## src/rtl/scarf_pkg.sv

```systemverilog
// Shared types and constants for the SCARF SPI front end and its slaves.
// Holds the frame FSM states and the header byte layout.
package scarf_pkg;

    typedef enum logic [1:0] {
        IDLE,
        HEADER,
        DATA
    } scarf_state_e;

    localparam logic [6:0] SCARF_NO_SLAVE = 7'h00;
    localparam int         RNW_BIT        = 7;
    localparam int         BYTE_BITS      = 8;

endpackage

```

## src/rtl/scarf_sync_edge.sv

```systemverilog
// N-stage synchronizer for one asynchronous input, with rise/fall strobes
// derived from the synchronized value and its previous sample.
module scarf_sync_edge #(
    parameter int   STAGES  = 2,
    parameter logic RST_VAL = 1'b0
) (
    input  logic clk,
    input  logic rst_n_sync,
    input  logic din,
    output logic sync,
    output logic rise,
    output logic fall
);

    logic [STAGES-1:0] sync_q, sync_d;
    logic              prev_q, prev_d;

    always_comb begin
        sync_d = {sync_q[STAGES-2:0], din};
        prev_d = sync_q[STAGES-1];
    end

    // NOTE: flops take non-blocking assignments so every stage samples the
    // value its neighbour held before this edge; blocking would collapse the chain.
    always_ff @(posedge clk or negedge rst_n_sync) begin
        if (!rst_n_sync) begin
            sync_q <= {STAGES{RST_VAL}};
            prev_q <= RST_VAL;
        end else begin
            sync_q <= sync_d;
            prev_q <= prev_d;
        end
    end

    assign sync = sync_q[STAGES-1];
    assign rise = sync_q[STAGES-1] & ~prev_q;
    assign fall = ~sync_q[STAGES-1] & prev_q;

endmodule

```

## src/rtl/scarf_spi_frontend.sv

```systemverilog
// SPI mode-0 slave front end for the SCARF bus: oversamples sclk/mosi/cs_n in
// the clk domain, decodes {rnw, slave_id} plus data bytes, and drives miso.
module scarf_spi_frontend
    import scarf_pkg::*;
#(
    parameter int SYNC_STAGES = 2
) (
    input  logic       clk,
    input  logic       rst_n_sync,
    input  logic       sclk,
    input  logic       cs_n,
    input  logic       mosi,
    output logic       miso,
    input  logic [7:0] read_data_in,
    output logic [7:0] data_in,
    output logic       data_in_valid,
    output logic       data_in_finished,
    output logic [6:0] slave_id,
    output logic       rnw
);

    // Cycles until every synchronizer flop and edge-history flop holds a real sample.
    localparam int WARM_CYCLES = SYNC_STAGES + 1;
    localparam int WARM_W      = $clog2(WARM_CYCLES + 1);

    logic sclk_s, sclk_rise, sclk_fall;
    logic cs_s, cs_rise, cs_fall;
    logic mosi_s, mosi_rise_unused, mosi_fall_unused;

    scarf_sync_edge #(.STAGES(SYNC_STAGES), .RST_VAL(1'b0)) u_sync_sclk (
        .clk        (clk),
        .rst_n_sync (rst_n_sync),
        .din        (sclk),
        .sync       (sclk_s),
        .rise       (sclk_rise),
        .fall       (sclk_fall)
    );

    scarf_sync_edge #(.STAGES(SYNC_STAGES), .RST_VAL(1'b1)) u_sync_cs (
        .clk        (clk),
        .rst_n_sync (rst_n_sync),
        .din        (cs_n),
        .sync       (cs_s),
        .rise       (cs_rise),
        .fall       (cs_fall)
    );

    scarf_sync_edge #(.STAGES(SYNC_STAGES), .RST_VAL(1'b0)) u_sync_mosi (
        .clk        (clk),
        .rst_n_sync (rst_n_sync),
        .din        (mosi),
        .sync       (mosi_s),
        .rise       (mosi_rise_unused),
        .fall       (mosi_fall_unused)
    );

    scarf_state_e      state_q, state_d;
    logic [2:0]        bit_cnt_q, bit_cnt_d;
    logic [7:0]        rx_q, rx_d;
    logic [7:0]        tx_q, tx_d;
    logic [7:0]        data_in_q, data_in_d;
    logic              valid_q, valid_d;
    logic              finished_q, finished_d;
    logic [6:0]        slave_id_q, slave_id_d;
    logic              rnw_q, rnw_d;
    logic              end_pend_q, end_pend_d;
    logic [WARM_W-1:0] warm_cnt_q, warm_cnt_d;

    logic       warm;
    logic       rise_take;
    logic       byte_done;
    logic [7:0] byte_rx;

    assign warm      = (warm_cnt_q == WARM_W'(WARM_CYCLES));
    assign rise_take = sclk_rise && (state_q != IDLE);
    assign byte_done = rise_take && (bit_cnt_q == 3'd7);
    assign byte_rx   = {rx_q[6:0], mosi_s};

    // NOTE: every _d gets a default before any branch, so no path leaves a
    // combinational output unassigned and no latch is inferred.
    always_comb begin
        state_d    = state_q;
        bit_cnt_d  = bit_cnt_q;
        rx_d       = rx_q;
        tx_d       = tx_q;
        data_in_d  = data_in_q;
        valid_d    = 1'b0;
        finished_d = 1'b0;
        slave_id_d = slave_id_q;
        rnw_d      = rnw_q;
        end_pend_d = 1'b0;
        warm_cnt_d = warm ? warm_cnt_q : warm_cnt_q + WARM_W'(1);

        unique case (state_q)
            IDLE: begin
                // A low cs_n seen before the chain has settled is stale and must not start a frame.
                if (cs_fall && warm) begin
                    state_d   = HEADER;
                    bit_cnt_d = 3'd0;
                    rx_d      = 8'h00;
                    tx_d      = 8'h00;
                end
            end

            default: begin
                if (rise_take) begin
                    rx_d      = byte_rx;
                    bit_cnt_d = bit_cnt_q + 3'd1;
                end

                if (byte_done) begin
                    if (state_q == HEADER) begin
                        slave_id_d = byte_rx[6:0];
                        rnw_d      = byte_rx[RNW_BIT];
                        state_d    = DATA;
                    end else begin
                        data_in_d = byte_rx;
                        valid_d   = 1'b1;
                    end
                end

                // Loads only at data-phase byte boundaries; the header shifts zeros out.
                if (sclk_fall) begin
                    if (bit_cnt_q == 3'd0 && state_q == DATA) begin
                        tx_d = read_data_in;
                    end else begin
                        tx_d = {tx_q[6:0], 1'b0};
                    end
                end

                if ((cs_rise && !byte_done) || end_pend_q) begin
                    finished_d = 1'b1;
                    slave_id_d = SCARF_NO_SLAVE;
                    rnw_d      = 1'b0;
                    tx_d       = 8'h00;
                    rx_d       = 8'h00;
                    bit_cnt_d  = 3'd0;
                    state_d    = IDLE;
                end else if (cs_rise) begin
                    // Let the completing byte publish first; close the frame next cycle.
                    end_pend_d = 1'b1;
                end
            end
        endcase
    end

    always_ff @(posedge clk or negedge rst_n_sync) begin
        if (!rst_n_sync) begin
            state_q    <= IDLE;
            bit_cnt_q  <= 3'd0;
            rx_q       <= 8'h00;
            tx_q       <= 8'h00;
            data_in_q  <= 8'h00;
            valid_q    <= 1'b0;
            finished_q <= 1'b0;
            slave_id_q <= SCARF_NO_SLAVE;
            rnw_q      <= 1'b0;
            end_pend_q <= 1'b0;
            warm_cnt_q <= '0;
        end else begin
            state_q    <= state_d;
            bit_cnt_q  <= bit_cnt_d;
            rx_q       <= rx_d;
            tx_q       <= tx_d;
            data_in_q  <= data_in_d;
            valid_q    <= valid_d;
            finished_q <= finished_d;
            slave_id_q <= slave_id_d;
            rnw_q      <= rnw_d;
            end_pend_q <= end_pend_d;
            warm_cnt_q <= warm_cnt_d;
        end
    end

    assign miso             = tx_q[7];
    assign data_in          = data_in_q;
    assign data_in_valid    = valid_q;
    assign data_in_finished = finished_q;
    assign slave_id         = slave_id_q;
    assign rnw              = rnw_q;

endmodule

```

## config.mk

```make
export PLATFORM = sky130hd
export DESIGN_NAME = scarf_spi_frontend
export DESIGN_NICKNAME = d
export VERILOG_FILES = /design/src/rtl/scarf_pkg.sv /design/src/rtl/scarf_sync_edge.sv /design/src/rtl/scarf_spi_frontend.sv
export SDC_FILE = /design/constraint.sdc
export NUM_CORES = 1
export LEC_CHECK = 0
export BUFFER_PORTS_ARGS = -buffer_cell sky130_fd_sc_hd__buf_4
export CAP_MARGIN = 20
export CORE_MARGIN = 8
export CORE_UTILIZATION = 50
export CTS_CLUSTER_SIZE = 28
export DETAILED_ROUTE_END_ITERATION = 8
export PLACE_DENSITY = 0.72
export SLEW_MARGIN = 40
export SYNTH_ARGS = -nofsm -noshare
export SYNTH_HDL_FRONTEND = slang
export SYNTH_SLANG_ARGS = --single-unit
```

## constraint.sdc

```tcl
create_clock -name clk -period 1.9 [get_ports clk]
set_clock_uncertainty 0.2 [all_clocks]
set_input_delay 0.19 -clock clk [delete_from_list [all_inputs] [get_ports clk]]
set_output_delay 0.19 -clock clk [all_outputs]
set_load 0.02 [all_outputs]
```

== After elaboration in Yosys (flattened, before gate mapping) ==
Index checks and enable logic that the tools add are counted.

* Register bits: 49
* Bits in latches: 0
* Bits in writable memories: 0
* Memory bits (read-only): 0
* Input bits: 13
* Output and inout port bits: 19
* Memories kept: 0

* Add/sub/neg operators: 2
* Multipliers: 0
* Div/mod/pow operators: 0
* $lt $le $gt $ge: 0
* Eq/ne operators: 5
* Shifts and indexed selects: 0
* Muxes and demuxes: 31
* Bitwise logic cells: 10
* Reductions and logical operators: 21

{| class="wikitable"
|+ Operators by type and width
! kind !! count
|-
| 7-bit 2-to-1 mux || 6
|-
| 8-bit 2-to-1 mux || 5
|-
| 3-bit 2-to-1 mux || 4
|-
| 3-bit nonzero test || 4
|-
| 1-bit 2-to-1 mux || 11
|-
| 2-bit 2-to-1 mux || 5
|-
| 3-bit AND reduction || 3
|-
| 1-bit inverter || 6
|-
| 2-bit nonzero test || 3
|-
| 1-bit logical AND || 5
|-
| 1-bit AND || 4
|-
| 2-bit == test, second input constant || 2
|-
| 2-bit AND reduction || 2
|-
| 3-bit by 1-bit adder with 3-bit output, second input constant || 1
|-
| 3-bit == test, second input constant || 1
|-
| 3-bit zero test || 1
|-
| 2-bit by 1-bit adder with 2-bit output, second input constant || 1
|-
| 2-bit by 1-bit == test with 1-bit output, second input constant || 1
|-
| 2-bit zero test || 1
|-
| 2-bit != test, second input constant || 1
|-
| 1-bit zero test || 1
|-
| 1-bit logical OR || 1
|}

== Depth between registers and ports, before layout ==
* Word-level depth: 9
* Depth in mapped cells: 7
* Mapped depth without buffers: 6

== Modules after synthesis ==
Synthesis repeated with hierarchy kept, for this count alone.

* Cells, all modules: 148
* Area, all modules: 2,095.8 µm²

{| class="wikitable"
|+ Modules (own cells, without submodules)
! module !! instances !! cells each !! area each (µm²) !! seq. area each (µm²)
|-
| scarf_spi_frontend || 1 || 133 || 1,821.7 || 1,026.0
|-
| scarf_sync_edge at u_sync_mosi ... || 2 || 5 || 90.1 || 75.1
|-
| scarf_sync_edge at u_sync_cs || 1 || 5 || 93.8 || 78.8
|}

== Worst setup path after synthesis ==
Ideal clock, no wire load.

* Path type: register to register
* Start: register bit_cnt_q[0]
* End: register rx_q[1]
* Library setup time: 125 ps
* Data arrival time: 1,528 ps
* Required time: 1,575 ps
* Setup slack: 46 ps
* Cell stages (with the launch flop): 8
* Buffers on the path: 1
* Clock period less this slack: 1,854 ps
* Cell sequence: dfrtp_1 -> ha_1 -> ha_1 -> nand3b_4 -> a21oi_2 -> buf_2 -> and3_1 -> mux2_4

* Word-level cells in the longest chain between the ends: 7
* Elaborated cells between the ends (all ways): 9
* Those cells by class: 1 x eq/ne; 2 x mux; 6 x reduce/logical

{| class="wikitable"
|+ RTL lines
! element !! line !! source
|-
| start: declaration || scarf_spi_frontend.sv:58 || <nowiki>logic [2:0] bit_cnt_q, bit_cnt_d;</nowiki>
|-
| start signal: assignment || scarf_spi_frontend.sv:162 || <nowiki>bit_cnt_q <= bit_cnt_d;</nowiki>
|-
| 3-bit == test (*) || scarf_spi_frontend.sv:76 || <nowiki>assign byte_done = rise_take && (bit_cnt_q == 3'd7);</nowiki>
|-
| 1-bit logical AND (*) || scarf_spi_frontend.sv:76 ||
|-
| 1-bit zero test (*) || scarf_spi_frontend.sv:131 || <nowiki>if ((cs_rise && !byte_done) || end_pend_q) begin</nowiki>
|-
| 1-bit logical AND (*) || scarf_spi_frontend.sv:131 ||
|-
| 1-bit logical OR (*) || scarf_spi_frontend.sv:131 ||
|-
| 3-bit nonzero test (no source line) / 7-bit 2-to-1 mux (equally long branches) || - ||
|-
| 2-bit AND reduction (no source line) / 7-bit 2-to-1 mux (equally long branches) || - ||
|-
| end signal: assignment || scarf_spi_frontend.sv:163 || <nowiki>rx_q <= rx_d;</nowiki>
|-
| end: declaration || scarf_spi_frontend.sv:59 || <nowiki>logic [7:0] rx_q, rx_d;</nowiki>
|}

Mark *: on every way between the ends. The rest lies on a longest branch, timed or not.
A chain may end at the register's enable or synchronous reset.

== Final worst setup path ==
* Start: register bit_cnt_q[1]
* End: register rx_q[6]

Same word-level chain as after synthesis.

==> impl_metrics.toml <==
[yosys]
synth-edff-count = 0
ys.flop_type = "dfrtp_1"
yosysWarnings = 0
synth_common_cells = "46 x dfrtp_1, 9 x mux2_2, 8 x a22o_1, 8 x o2bb2ai_1"
synth.yosys.seq_area_share_pct = 59.0
syn_inst = 142
synth_area_mm2 = 0.00208
synth_most_common_cell = "dfrtp_1"
ys_top_cells_by_area = "dfrtp_1 55%, mux2_4 5.0%, mux2_2 4.9%"
synth_top_area_share_pct = 55.2
synth.distinct_cells = 38
synth_nets = 159
synth_top_cell_by_area = "dfrtp_1"
ys_ff_latch = 49
ys_async_sr_fraction_pct = 100
synth.avg_cell_area_um2 = 14.7

[floorplan]
num_io_pins = 32
dieArea_mm2 = 0.00649
row_count = 23
die_y_um = 80.6
start_util_pct = 52.1
core_mm2 = 0.00400
dieWidth_um = 80.6

[detailed_routing]
drtAntennaViolNets = 0
dr.pass1.iters = 4
drc = 0
viasPerCell = 5.61
wire_per_inst_um = 17.2
vias = 1379
postRouteWirelength_mm = 4.24
drt_iter0_markers = 90

[placement]
place_area_mm2 = 0.00242
globalplace.congestion = 0.915
portBuffers = 31
hpwl_mm = 2.96
place_ws_ns = -0.169
place_inst = 227

[clock_tree]
htreeDepth = 2
clockBufferDepth = 2
clk_pin_slew_ns = 0.09
clk_latency_ns = 0.30
cts_buffers = 5
cts_tree = "yes"
cts.sinks = 49
cts_root_buffer = "clkbuf_8"

[worst_setup_path]
crit_required_ns = 1.89
worstPathMaxFanout = 7
crit_type = "flip-flop to flip-flop"
timing.reg2reg.setup_slack_ns = 0.01
cp-endpoint = "rx_q[6]"
cp-start-kind = "flip-flop"
crit_arrival_ns = 1.88
r2r_cells = 7
end_kind = "flip-flop"
r2r_end = "rx_q[6]"
startpoint = "bit_cnt_q[1]"
rr_startpoint = "bit_cnt_q[1]"

[timing]
max_slew_margin_pct = 60.5
hold_viol = 2
slew_viol_final = 0
setup_viol = 0
final.setup.worst_slack_ns = 0.0125
period_minus_slack_ns = 1.89
post-route-period-util_pct = 99.3
tightestPinTransition_ns = 0.592
hold_ws_ns = -0.00806
rsz0062_at_grt = "true"
tns_ns = 0
max_freq_mhz = 530

[cells_and_area]
final_nets = 212
antenna_cells = 0
stdcell_area_mm2 = 0.00273
final_cells = 246
syn_to_final_growth_pct = 31.0
layout-drive-gt1-share_pct = 46.9
final_core_util_pct = 68.3

[global_route]
grt_first_pass_wirelength_mm = 6.91
grt-ovfl-total = 0
grt_pass1_vias = 1433
grt_max_degree = 50
antenna_found_initial = 0
grt_usage_pct = 13.9

[run]
maxCapViolCount = 0

[run_status]
violations = "negative hold slack"
status = "complete, but fails checks"

[power]
leakage_uw = 0.00133
p_per_area_mw_per_mm2 = 786
ir_worst_vdd_uv = 622

[hold_path]
hold_class = "primary input to flip-flop"
==> per-layer routing <==
metal  GRT usage (%)  wire [um]  up-vias
li1                -          -      628
met1            16.5       1770      716
met3            4.58        235        6
met4            6.00         65        0
met2            22.3       2170       29
met5               0          0        -
==> report_power, final <==
part | switching (uW) | total [uW] | internal (uW)
clock | 331 | 726 | 395
combinational | 159 | 299 | 141
sequential | 42.3 | 1120 | 1080
==> worst min path at each step <==
stage,startpoint,endpoint,cells past startpoint
5_1_grt,read_data_in[6],tx_q[6],3
3_3_place_gp,rst_n_sync,data_in[2],1
4_1_cts,read_data_in[3],tx_q[3],3
6_report,read_data_in[6],tx_q[6],3
3_5_place_dp,rst_n_sync,data_in[2],1
2_1_floorplan,rst_n_sync,bit_cnt_q[0],0
==> state kept, by name, summed over array words and instances, names as in the netlist, 2 cells and up <==
| signal | count |
|---|---|
| u_sync_sclk.sync_q | 2 |
| u_sync_cs.sync_q | 2 |
| slave_id | 7 |
| tx_q | 8 |
| state_q | 2 |
| bit_cnt_q | 3 |
| warm_cnt_q | 2 |
| u_sync_mosi.sync_q | 2 |
| data_in | 8 |
| rx_q | 7 |
==> layout by cell type, fill, tap and decap left out, drive strengths merged, types with 2 or more instances in the layout <==
cell type	n
nand2	3
dfrtp	46
nor2b	3
and2	2
o31ai	2
nand3	2
and3	7
inv	4
o2bb2ai	8
a22o	8
nor2	4
mux2i	7
ha	4
nor3	3
dlygate4sd3	6
clkbuf	6
a32o	2
mux2	16
buf	44
o21a	2
dfstp	3
==> worst max-delay path: stages (launching register included) <==
cell and delay [ns]:
dfrtp_1 0.43, ha_4 0.19, ha_4 0.17, nand3b_4 0.12, a21oi_4 0.11, buf_6 0.14
and3_1 0.16, mux2_4 0.26
==> final cells by class <==
| type | instances | area, um2 |
|---|---|---|
| well taps | 50 | 62.6 |
| multi-input cells | 85 | 895 |
| fillers | 288 | 1270 |
| flip-flops and latches | 49 | 1230 |
| inverters | 4 | 15.0 |
| clock inverters | 2 | 38.8 |
| clock buffers | 6 | 72.6 |
| repair buffers | 50 | 418 |
==> metrics by stage <==
step / hold WS, ns / total power (uW)
detailed placement: 0.0381 / 1370
floorplan: -0.306 / 1290
CTS: 0.000823 / 2120
global placement: 0.0249 / 1360
global route: 0.000784 / 2250
finish: -0.00806 / 2150
==> kinds of logic (layout without fill, tap and decap cells) <==
kind of cell,after synthesis,in the layout,share of synthesized area [%]
DFF,49,49,59.0
and+or+nand+nor,29,29,10.9
AOI/OAI and AO/OA,28,28,11.7
muxes,23,23,13.3
buffers and inverters,8,62,2.28
adders and majority gates,4,4,2.40
xor gates and xnor gates,1,1,0.420
==> timing repair <==
action / CTS / global route
endpoints found under the hold margin: 51 / 0
gates cloned: 0 / 0
resized for setup: 6 / 16
pin swaps: 1 / 7
buffers inserted: 0 / 5
hold buffers: 6 / 0
endpoints found under the setup margin: 22 / 25
No activity file was read; power rests on OpenSTA's default activity.
